File: src/rtl/cpu_params_pkg.sv
// CPU-wide sizing for the general purpose register file and a one-hot helper
// used by anything that tracks per-register state.
package cpu_params_pkg;

  localparam int MAX_GPR = 32;
  localparam int RSZ     = 32;
  localparam int GPR_ASZ = $clog2(MAX_GPR);

  function automatic logic [MAX_GPR-1:0] gpr_onehot(input logic [GPR_ASZ-1:0] a);
    gpr_onehot    = '0;
    gpr_onehot[a] = 1'b1;
  endfunction

endpackage

File: src/rtl/cpu_structs_pkg.sv
// Shared request types for the write-back path.
package cpu_structs_pkg;
  import cpu_params_pkg::*;

  typedef struct packed {
    logic               wr;
    logic [GPR_ASZ-1:0] addr;
    logic [RSZ-1:0]     data;
  } wb_req_t;

  localparam int WB_STARVE_LIMIT_DFLT = 4;

endpackage

File: src/rtl/RBUS_intf.sv
// GPR write bus: one registered write port into the register file.
interface RBUS_intf;
  import cpu_params_pkg::*;

  logic               Rd_wr;
  logic [GPR_ASZ-1:0] Rd_addr;
  logic [RSZ-1:0]     Rd_data;

  modport master (output Rd_wr, Rd_addr, Rd_data);
  modport slave  (input  Rd_wr, Rd_addr, Rd_data);

endinterface

File: src/rtl/wb_arbiter.sv
// Two-way write-back arbiter: MDU over MEM. With WB_FAIRNESS_EN defined a
// starvation counter hands MEM one grant after STARVE_LIMIT denied cycles.
module wb_arbiter
  import cpu_params_pkg::*, cpu_structs_pkg::*;
#(
  parameter int STARVE_LIMIT = WB_STARVE_LIMIT_DFLT
) (
  input  logic               clk,
  input  logic               rst,
  input  logic               mem_valid,
  output logic               mem_ready,
  input  logic               mem_rd_wr,
  input  logic [GPR_ASZ-1:0] mem_rd_addr,
  input  logic [RSZ-1:0]     mem_rd_data,
  input  logic               mdu_valid,
  output logic               mdu_ready,
  input  logic [GPR_ASZ-1:0] mdu_rd_addr,
  input  logic [RSZ-1:0]     mdu_rd_data,
  output logic               grant,
  output wb_req_t            req
);

  logic mem_prio;
  logic mem_acc;
  logic mdu_acc;

`ifdef WB_FAIRNESS_EN
  localparam int            CW   = $clog2(STARVE_LIMIT + 1);
  localparam logic [CW-1:0] CMAX = CW'(STARVE_LIMIT);

  logic [CW-1:0] starve_q;

  // Counts only consecutive denials of a waiting MEM result.
  always_ff @(posedge clk or posedge rst) begin
    if (rst)                         starve_q <= '0;
    else if (!mem_valid || mem_ready) starve_q <= '0;
    else if (starve_q != CMAX)       starve_q <= starve_q + CW'(1);
  end

  assign mem_prio = (starve_q == CMAX);
`else
  localparam int unused_limit = STARVE_LIMIT;
  logic          unused_clk;

  assign unused_clk = clk;
  assign mem_prio   = 1'b0;
`endif

  assign mdu_ready = !rst && !mem_prio;
  assign mem_ready = !rst && !(mdu_valid && !mem_prio);

  assign mdu_acc = mdu_valid && mdu_ready;
  assign mem_acc = mem_valid && mem_ready;
  assign grant   = mdu_acc || mem_acc;

  // R0 and no-write MEM results are still consumed, just without a bus write.
  always_comb begin
    req = '0;
    if (mdu_acc) begin
      req.wr   = (mdu_rd_addr != '0);
      req.addr = mdu_rd_addr;
      req.data = mdu_rd_data;
    end else if (mem_acc) begin
      req.wr   = mem_rd_wr && (mem_rd_addr != '0);
      req.addr = mem_rd_addr;
      req.data = mem_rd_data;
    end
  end

endmodule

File: src/rtl/wb_gpr_writer.sv
// Write-back unit: merges MEM and MDU results onto the GPR write bus and keeps
// the pending-write scoreboard for decode. Optional fairness: WB_FAIRNESS_EN.
module wb_gpr_writer
  import cpu_params_pkg::*, cpu_structs_pkg::*;
#(
  parameter int STARVE_LIMIT = WB_STARVE_LIMIT_DFLT
) (
  input  logic               clk_in,
  input  logic               reset_in,
  input  logic               mem_valid,
  output logic               mem_ready,
  input  logic               mem_rd_wr,
  input  logic [GPR_ASZ-1:0] mem_rd_addr,
  input  logic [RSZ-1:0]     mem_rd_data,
  input  logic               mdu_valid,
  output logic               mdu_ready,
  input  logic [GPR_ASZ-1:0] mdu_rd_addr,
  input  logic [RSZ-1:0]     mdu_rd_data,
  input  logic               issue_set,
  input  logic [GPR_ASZ-1:0] issue_addr,
  output logic [MAX_GPR-1:0] pending,
  RBUS_intf.master           gpr_bus
);

  logic               grant;
  wb_req_t            sel;
  logic               rd_wr_q;
  logic [GPR_ASZ-1:0] rd_addr_q;
  logic [RSZ-1:0]     rd_data_q;
  logic [MAX_GPR-1:0] pend_q;
  logic [MAX_GPR-1:0] pend_set;
  logic [MAX_GPR-1:0] pend_clr;

  wb_arbiter #(
    .STARVE_LIMIT (STARVE_LIMIT)
  ) u_arb (
    .clk         (clk_in),
    .rst         (reset_in),
    .mem_valid   (mem_valid),
    .mem_ready   (mem_ready),
    .mem_rd_wr   (mem_rd_wr),
    .mem_rd_addr (mem_rd_addr),
    .mem_rd_data (mem_rd_data),
    .mdu_valid   (mdu_valid),
    .mdu_ready   (mdu_ready),
    .mdu_rd_addr (mdu_rd_addr),
    .mdu_rd_data (mdu_rd_data),
    .grant       (grant),
    .req         (sel)
  );

  // Address/data hold when idle so the bus only toggles on real traffic.
  always_ff @(posedge clk_in or posedge reset_in) begin
    if (reset_in) begin
      rd_wr_q   <= 1'b0;
      rd_addr_q <= '0;
      rd_data_q <= '0;
    end else begin
      rd_wr_q <= grant && sel.wr;
      if (grant) begin
        rd_addr_q <= sel.addr;
        rd_data_q <= sel.data;
      end
    end
  end

  assign gpr_bus.Rd_wr   = rd_wr_q;
  assign gpr_bus.Rd_addr = rd_addr_q;
  assign gpr_bus.Rd_data = rd_data_q;

  assign pend_clr = rd_wr_q ? gpr_onehot(rd_addr_q) : '0;
  assign pend_set = (issue_set && issue_addr != '0) ? gpr_onehot(issue_addr) : '0;

  // Set after clear: a same-edge issue means a newer writer is in flight.
  always_ff @(posedge clk_in or posedge reset_in) begin
    if (reset_in) pend_q <= '0;
    else          pend_q <= ((pend_q & ~pend_clr) | pend_set) & ~MAX_GPR'(1);
  end

  assign pending = pend_q;

endmodule

File: src/flat_wrapper.sv
// flat-port wrapper written by rule: the top's interface ports become plain ports
module wb_gpr_writer_flat import cpu_params_pkg::*, cpu_structs_pkg::*;
#(
  parameter int STARVE_LIMIT = WB_STARVE_LIMIT_DFLT
)
  (clk_in, reset_in, mem_valid, mem_ready, mem_rd_wr, mem_rd_addr, mem_rd_data, mdu_valid, mdu_ready, mdu_rd_addr, mdu_rd_data, issue_set, issue_addr, pending, gpr_bus_Rd_wr, gpr_bus_Rd_addr, gpr_bus_Rd_data);
  RBUS_intf gpr_bus_i ();
  input  logic clk_in;
  input  logic reset_in;
  input  logic mem_valid;
  output logic mem_ready;
  input  logic mem_rd_wr;
  input  logic [GPR_ASZ-1:0] mem_rd_addr;
  input  logic [RSZ-1:0] mem_rd_data;
  input  logic mdu_valid;
  output logic mdu_ready;
  input  logic [GPR_ASZ-1:0] mdu_rd_addr;
  input  logic [RSZ-1:0] mdu_rd_data;
  input  logic issue_set;
  input  logic [GPR_ASZ-1:0] issue_addr;
  output logic [MAX_GPR-1:0] pending;
  output wire logic [$bits(gpr_bus_i.Rd_wr)-1:0] gpr_bus_Rd_wr;
  output wire logic [$bits(gpr_bus_i.Rd_addr)-1:0] gpr_bus_Rd_addr;
  output wire logic [$bits(gpr_bus_i.Rd_data)-1:0] gpr_bus_Rd_data;
  assign gpr_bus_Rd_wr = gpr_bus_i.Rd_wr;
  assign gpr_bus_Rd_addr = gpr_bus_i.Rd_addr;
  assign gpr_bus_Rd_data = gpr_bus_i.Rd_data;
  wb_gpr_writer #(.STARVE_LIMIT(STARVE_LIMIT)) u_core (.clk_in(clk_in), .reset_in(reset_in), .mem_valid(mem_valid), .mem_ready(mem_ready), .mem_rd_wr(mem_rd_wr), .mem_rd_addr(mem_rd_addr), .mem_rd_data(mem_rd_data), .mdu_valid(mdu_valid), .mdu_ready(mdu_ready), .mdu_rd_addr(mdu_rd_addr), .mdu_rd_data(mdu_rd_data), .issue_set(issue_set), .issue_addr(issue_addr), .pending(pending), .gpr_bus(gpr_bus_i));
endmodule
File: config.mk
export PLATFORM = sky130hd
export DESIGN_NAME = wb_gpr_writer_flat
export DESIGN_NICKNAME = d
export VERILOG_FILES = /design/src/rtl/cpu_params_pkg.sv /design/src/rtl/cpu_structs_pkg.sv /design/src/rtl/RBUS_intf.sv /design/src/rtl/wb_arbiter.sv /design/src/rtl/wb_gpr_writer.sv /design/src/flat_wrapper.sv
export SDC_FILE = /design/constraint.sdc
export NUM_CORES = 1
export LEC_CHECK = 0
export ABC_CLOCK_PERIOD_IN_PS = 2700
export CAP_MARGIN = 20
export CORE_UTILIZATION = 40
export DETAILED_ROUTE_END_ITERATION = 7
export PLACE_DENSITY = 0.81
export SLEW_MARGIN = 40
export SYNTH_ARGS = -nofsm -noshare
export SYNTH_HDL_FRONTEND = slang
export SYNTH_HIERARCHICAL = 1
export SYNTH_SLANG_ARGS = --single-unit
export TNS_END_PERCENT = 50
File: constraint.sdc
create_clock -name clk_in -period 2.7 [get_ports clk_in]
set_input_delay 0.81 -clock clk_in [delete_from_list [all_inputs] [get_ports clk_in]]
set_output_delay 0.81 -clock clk_in [all_outputs]
set_load 0.03 [all_outputs]
---- Word level (Yosys, flattened, before mapping) ----
Index checks and enable logic that the tools add are counted.
operators by class
  order comparisons ....................... 4
  multiplexer cells ....................... 8
  bitwise operators ....................... 3
  reductions and logical operators ........ 14
operators by type and width
  kind                                                                                  number
  38-bit two-way mux                                                                    2
  32-bit two-way mux                                                                    2
  32-bit AND                                                                            1
  32-bit NOT                                                                            1
  32-bit bitwise OR                                                                     1
  5-bit nonzero test                                                                    3
  5-bit by 6-bit < comparator with 1-bit output (second input constant)                 2
  1-bit demux with 5-bit select                                                         2
  5-bit by 1-bit greater-or-equal comparator with 1-bit output (second input constant)  2
  1-bit logical AND                                                                     8
  1-bit zero test                                                                       2
  1-bit two-way mux                                                                     2
  1-bit logical OR                                                                      1
storage, ports and cells
  bits in registers ....................... 69
  bits of input ports ..................... 85
  output and inout port bits .............. 72
  logic and storage cells ................. 33

---- Depth between registers and ports, before layout ----
Gate-level depths: netlist of run 1.
  word-level depth ........................ 8
  gate-level depth with buffers ........... 6
  depth with buffers taken out ............ 4

---- By module ----
Netlist of run 1, hierarchy kept.
modules (own cells, without submodules)
  module         times used  cells each  area each (um2)  seq. area each (um2)
  wb_gpr_writer  1           202         2682.6           1726.7
  wb_arbiter     1           55          450.4            0.0

---- Worst setup path before layout of run 1 ----
No wires, ideal clock.
  kind .................................... input -> register
  start ................................... input port mem_valid
  end ..................................... register u_core.rd_addr_q[2] (netlist: u_core/gpr_bus.Rd_addr[2])
  arrival time ............................ 2.013 ns
  data required time ...................... 2.575 ns
  path slack .............................. 0.562 ns
  stages .................................. 6
  buffers on the path ..................... 3
  cell sequence ........................... nor3b_2 -> buf_4 -> or2_2 -> buf_2 -> buf_4 -> mux2_2
on the way
  elaborated cells between the ends (all ways) .. 4
RTL lines
  element                 line                 RTL
  start: declaration      flat_wrapper.sv:10   input logic mem_valid;
  1-bit logical AND       wb_arbiter.sv:53     assign mem_acc = mem_valid && mem_ready;
  1-bit logical OR        wb_arbiter.sv:54     assign grant = mdu_acc || mem_acc;
  net u_core.grant        wb_gpr_writer.sv:25  logic grant;
  end signal: assignment  wb_gpr_writer.sv:61  rd_addr_q <= sel.addr;
  end: declaration        wb_gpr_writer.sv:28  logic [GPR_ASZ-1:0] rd_addr_q;
The timed path passes the listed nets, and every way through them passes these cells.
A chain may end at the register's enable or synchronous reset.

---- Worst setup path in the final report of run 1 ----
  start ................................... input port reset_in
  end ..................................... output port mdu_ready
on the way
  cells in the longest elaborated chain, start to end .. 1
ends and longest elaborated chain
  element                           line                RTL
  start: declaration                flat_wrapper.sv:9   input logic reset_in;
  1-bit zero test (no source line)  --
  end: declaration                  flat_wrapper.sv:16  output logic mdu_ready;
No other way between the ends.

==> results of run 1 <==
-- report_power, final --
group          leakage, nW  switching, mW  internal, mW
Combinational         1.13          0.475         0.447
Sequential           0.785         0.0730          1.15
Clock                0.116          0.391         0.614
-- worst max-delay path: stages --
cell and delay [ps]:
clkdlybuf4s50_1 630, inv_1 90, buf_4 180
-- stage by stage --
stage,cells,total power [mW],hold slack (ps),util
detailed placement,508,2.165,486.2,0.6492
global route,524,3.280,524.8,0.6815
finish,524,3.152,501.9,0.6815
CTS,524,3.170,503.8,0.6815
global placement,508,2.145,474.9,0.6492
floorplan,257,1.705,677.2,-
-- sequential cells by signal (all words and copies together), names as in the netlist --
signal / flops
u_core/gpr_bus.Rd_wr: 1
u_core/gpr_bus.Rd_data: 32
u_core/pending: 31
u_core/gpr_bus.Rd_addr: 5
-- routing by layer --
| layer | global-route usage | wire length [µm] | part of all wire | up-vias |
|---|---|---|---|---|
| li1 | - | - | - | 1302 |
| met1 | 0.2659 | 3432 | 0.37 | 1373 |
| met2 | 0.3996 | 4763 | 0.52 | 175 |
| met3 | 0.07155 | 855 | 0.093 | 17 |
| met4 | 0.09543 | 139 | 0.015 | 0 |
| met5 | 0 | 0 | 0 | - |
-- synthesized netlist by cell type --
cell type	number
dfrtp_1	69
nand3b_1	10
or3_1	2
nand2_1	3
or3b_1	3
buf_6	2
nor2_1	3
nand3_1	4
or3b_4	3
conb_1	1
mux2_2	37
buf_2	6
or4_1	2
o21ai_1	35
and2_1	1
buf_4	5
a22o_1	37
inv_1	2
nor3b_2	1
o211ai_2	1
nor2b_1	1
or2_2	1
o21ai_0	28
-- final cells by class --
type,count,area (µm²),share of cell area
clock buffer,10,127.6,0.02528
tap,99,123.9,0.02454
sequential,69,1727,0.3420
timing repair buffer,165,1634,0.3237
multi-input combinational,173,1318,0.2610
inverter,2,7.507,0.001487
clock inverter,6,111.4,0.02206
-- kinds of logic after synthesis --
| group | share of synthesized area |
|---|---|
| mux | 0.1330 |
| simple gates | 0.07548 |
| other cells | 0.001197 |
| compound gates | 0.2081 |
| flops | 0.5511 |
| buf+inv | 0.03115 |
-- worst paths after layout --
check,depth (start not counted),start,endpoint
setup reg to reg,3,u_core/gpr_bus.Rd_addr[1],u_core/pending[23]
hold / removal,2,u_core/pending[9],u_core/pending[9]
min in group asynchronous,3,reset_in,u_core/gpr_bus.Rd_data[11]
hold reg to reg,2,u_core/pending[9],u_core/pending[9]
setup / recovery,3,reset_in,mdu_ready
max in group asynchronous,3,reset_in,u_core/pending[27]
==> impl_metrics.py, run 1 <==
metrics = {
    "cts": {
        "clk_pin_slew_ps": 70,
        "cts_buffers": 9,
        "cts_resized": 0,
        "clk_path_buf_depth": 2,
        "postCtsHoldBufs": 0,
        "post_cts_buffers": 0,
        "cts-root-buf": "clkbuf_8",
        "cts.htree.levels": 3,
        "clk_latency_ps": 340,
        "clock_sinks": 69,
        "tritoncts": "done",
    },
    "finish": {
        "final_common_cell": "clkdlybuf4s50_1",
        "syn2layout_area_growth_pct": 61.14,
        "fin_nets": 505,
        "final_cell_mix": "clkdlybuf4s50_1 (153), dfrtp_1 (69), mux2_2 (37), a22o_1 (37), o21ai_1 (35)",
        "n_fill_cell": 550,
        "antenna_cells": 0,
        "finish.instance_area_mm2": 0.005049,
        "drive_gt1_frac": 0.1694,
    },
    "worst_setup_path": {
        "cp-start-kind": "primary input",
        "path_class": "primary input to output pin",
        "reg2reg_slack_ps": 1290,
        "cp_data_required_time_ps": 1890,
        "end_kind": "output pin",
        "arrival_ps": 1700,
        "cp_max_fo": 5,
    },
    "die": {
        "die_w_um": 90.50,
        "io_pins": 157,
        "start_util": 0.4229,
        "core-area_mm2": 0.007408,
        "rows": 31,
        "die_area_mm2": 0.008190,
        "die_h_um": 90.50,
    },
    "synthesis": {
        "syn_avg_cell_area_um2": 12.19,
        "netlist_area_mm2": 0.003133,
        "ys_ff_latch": 69,
        "netlist-cell-type-count": 23,
        "seq_area_frac_synth": 0.5511,
        "yosys_warnings": 6,
        "yosys.area.top_type": "dfrtp_1",
        "synth_top_area_frac": 0.5511,
        "syn_inst": 257,
        "synth_fp_nets": 342,
        "netlist_top_cells_area": "dfrtp_1 (55%), mux2_2 (13%), a22o_1 (10%)",
    },
    "power": {
        "power_density_mw_per_mm2": 624.3,
        "irDropWorstVdd_mv": 0.3217,
        "leakagePower_nw": 2.033,
    },
    "grt": {
        "gr-total-overflow": 0,
        "grt_pass1_vias": 2950,
        "antenna_found_initial": 0,
        "grt_pass1_wl_um": 14880,
        "grt_usage": 0.2318,
        "grt_start_max_net_pins": 41,
    },
    "detailed_routing": {
        "post_drt_wl_per_cell_um": 17.54,
        "viasPerCell": 5.471,
        "via_count": 2867,
        "drt-initial-drc-count": 125,
        "detail-route-antenna-nets": 0,
        "firstDrtPassIters": 4,
        "finalWirelength_um": 9191,
        "drc": 0,
    },
    "place": {
        "routabilityCongestion": 0.8526,
        "place_hpwl_um": 6730,
        "dp_slack_ps": 179.1,
        "place_area_mm2": 0.004810,
        "port_buffers": 155,
    },
    "sta": {
        "relSlewSlack": 0.6581,
        "post-route-period-util": 0.9314,
        "setup_viol": 0,
        "drv_slew": 0,
        "hold_violations": 0,
        "rsz0062_at_grt": "false",
        "fin_crit_ps": 2515,
        "skew_ps": 5.488,
        "final.setup.worst_slack_ps": 185.1,
        "setup_tns_ps": 0,
        "fmax_mhz": 397.6,
        "max_slew.worst_pin.slew_ps": 512.8,
    },
    "worst_hold_path": {
        "hold_path_class": "flip-flop to flip-flop",
    },
    "status": {
        "status": "finished clean",
    },
    "job": {
        "drv_cap": 0,
    },
}
Power figures use the tool's default switching activity.
==> run 2, diff against run 1 <==
--- a/config.mk
+++ b/config.mk
@@ -7,9 +7,10 @@
 export LEC_CHECK = 0
 export ABC_CLOCK_PERIOD_IN_PS = 2700
 export CAP_MARGIN = 20
-export CORE_UTILIZATION = 40
+export CORE_UTILIZATION = 41
+export CTS_BUF_LIST = sky130_fd_sc_hd__clkbuf_8
 export DETAILED_ROUTE_END_ITERATION = 7
-export PLACE_DENSITY = 0.81
+export PLACE_DENSITY = 0.83
 export SLEW_MARGIN = 40
 export SYNTH_ARGS = -nofsm -noshare
 export SYNTH_HDL_FRONTEND = slang
==> run 2 against run 1 <==
Net effect:
- fmax down 2.8%
- clock power down 9%
- wire length down 2.9%
- worst hold slack worse by 2.5 ps
==> impl_metrics.py, run 2 (synthesis results as in run 1) <==
metrics = {
    "cts": {
        "cts_buffers": 9,
        "cts_resized": 0,
        "tritoncts": "done",
        "clk_latency_ps": 340,
        "cts-root-buf": "clkbuf_8",
        "cts.htree.levels": 3,
        "clk_pin_slew_ps": 70,
        "clk_path_buf_depth": 2,
        "postCtsHoldBufs": 0,
        "clock_sinks": 69,
        "post_cts_buffers": 0,
    },
    "worst_setup_path": {
        "r2r-start": "u_core/gpr_bus.Rd_addr[0]",
        "cp_max_fo": 5,
        "path_class": "primary input to output pin",
        "end_kind": "output pin",
        "cp_data_required_time_ps": 1890,
        "regToRegEndpoint": "u_core/pending[4]",
        "arrival_ps": 1780,
        "reg2regPathDepth": 3,
        "reg2reg_slack_ps": 1310,
        "cp-start-kind": "primary input",
    },
    "sta": {
        "fin_crit_ps": 2588,
        "drv_slew": 0,
        "setup_tns_ps": 0,
        "fin_hold_ws_ps": 499.4,
        "post-route-period-util": 0.9585,
        "rsz0062_at_grt": "false",
        "skew_ps": 9.328,
        "setup_viol": 0,
        "fmax_mhz": 386.4,
        "hold_violations": 0,
    },
    "place": {
        "routabilityCongestion": 0.8633,
        "port_buffers": 155,
        "place_hpwl_um": 6610,
    },
    "detailed_routing": {
        "detail-route-antenna-nets": 0,
        "drc": 0,
        "drt-initial-drc-count": 130,
        "via_count": 2826,
        "post_drt_wl_per_cell_um": 17.06,
        "finalWirelength_um": 8921,
        "viasPerCell": 5.403,
        "firstDrtPassIters": 5,
    },
    "die": {
        "die_h_um": 89.42,
        "core-area_mm2": 0.007331,
        "start_util": 0.4274,
        "rows": 31,
        "die_area_mm2": 0.007995,
        "io_pins": 157,
        "die_w_um": 89.42,
    },
    "finish": {
        "largest_reg_flops": 32,
        "n_fill_cell": 541,
        "drive_gt1_frac": 0.1698,
        "antenna_cells": 0,
        "syn2layout_area_growth_pct": 60.50,
        "fin_nets": 504,
        "final_common_cell": "clkdlybuf4s50_1",
        "final_cell_mix": "clkdlybuf4s50_1 (153), dfrtp_1 (69), mux2_2 (37), a22o_1 (37), o21ai_1 (35)",
        "multi_input_area_mm2": 0.001318,
        "register_area_mm2": 0.001727,
    },
    "worst_hold_path": {
        "holdPathEnd": "u_core/pending[28]",
        "hold_depth": 2,
        "hold_path_class": "flip-flop to flip-flop",
        "min_from": "u_core/pending[28]",
    },
    "grt": {
        "grt_pass1_vias": 2839,
        "grt_start_max_net_pins": 40,
        "gr-total-overflow": 0,
        "antenna_found_initial": 0,
        "grt_usage": 0.2351,
        "grt_pass1_wl_um": 13850,
    },
    "job": {
        "drv_cap": 0,
    },
    "status": {
        "status": "finished clean",
    },
    "power": {
        "irDropWorstVdd_mv": 0.2966,
        "leakagePower_nw": 2.020,
        "power_density_mw_per_mm2": 606.7,
    },
}
[run 2: changes by cell type in the layout (fill, tap and decap cells not counted)]
cell        change
clkinv_2        +2
clkinv_4        -1
buf_12          +1
buf_4           -2
clkinvlp_4      +1
bufinv_16       -1
clkbuf_1        -1
[run 2: power by group]
part           total (mW)  switching, mW  internal (mW)
clock network       0.911          0.396          0.515
registers            1.23         0.0802           1.15
logic               0.909          0.463          0.446
[run 2: cell type report]
cell class	instances	area share
inverter	2	0.001493
clock buffer	9	0.02463
sequential	69	0.3434
multi-input combinational	173	0.2620
timing repair buffer	164	0.3260
clock inverter	7	0.01791
tap	99	0.02463
[run 2: worst max-delay path, cell delays in order]
cell	delay, ps
clkdlybuf4s50_1	550
nor2_1	260
buf_12	150
[run 2: metrics by stage]
stage / util / worst slack [ps] / std cells / area, µm² / power, mW
global route: 0.6860 / 75.85 / 523 / 5029 / 3.186
finish: 0.6860 / 112.0 / 523 / 5029 / 3.051
CTS: 0.6860 / 102.8 / 523 / 5029 / 3.080
detailed placement: 0.6568 / 106.0 / 507 / 4815 / 2.162
global placement: 0.6568 / 135.7 / 507 / 4815 / 2.144
floorplan: - / 150.1 / 257 / 3133 / 1.705
[run 2: routing by layer]
| layer | vias up | GRT usage | part of all wire |
|---|---|---|---|
| li1 | 1297 | - | - |
| met1 | 1366 | 0.2617 | 0.38 |
| met2 | 146 | 0.3865 | 0.50 |
| met3 | 17 | 0.09418 | 0.10 |
| met4 | 0 | 0.1270 | 0.022 |
| met5 | - | 0 | 0 |
[run 2: how the worst max path moves through the flow]
| stage | endpoint | start |
|---|---|---|
| 2_1_floorplan | u_core/gpr_bus.Rd_addr[0] | reset_in |
| 3_3_place_gp | mem_ready | reset_in |
| 3_5_place_dp | mem_ready | reset_in |
| 4_1_cts | mem_ready | reset_in |
| 5_1_grt | mem_ready | reset_in |
| 6_report | mem_ready | reset_in |
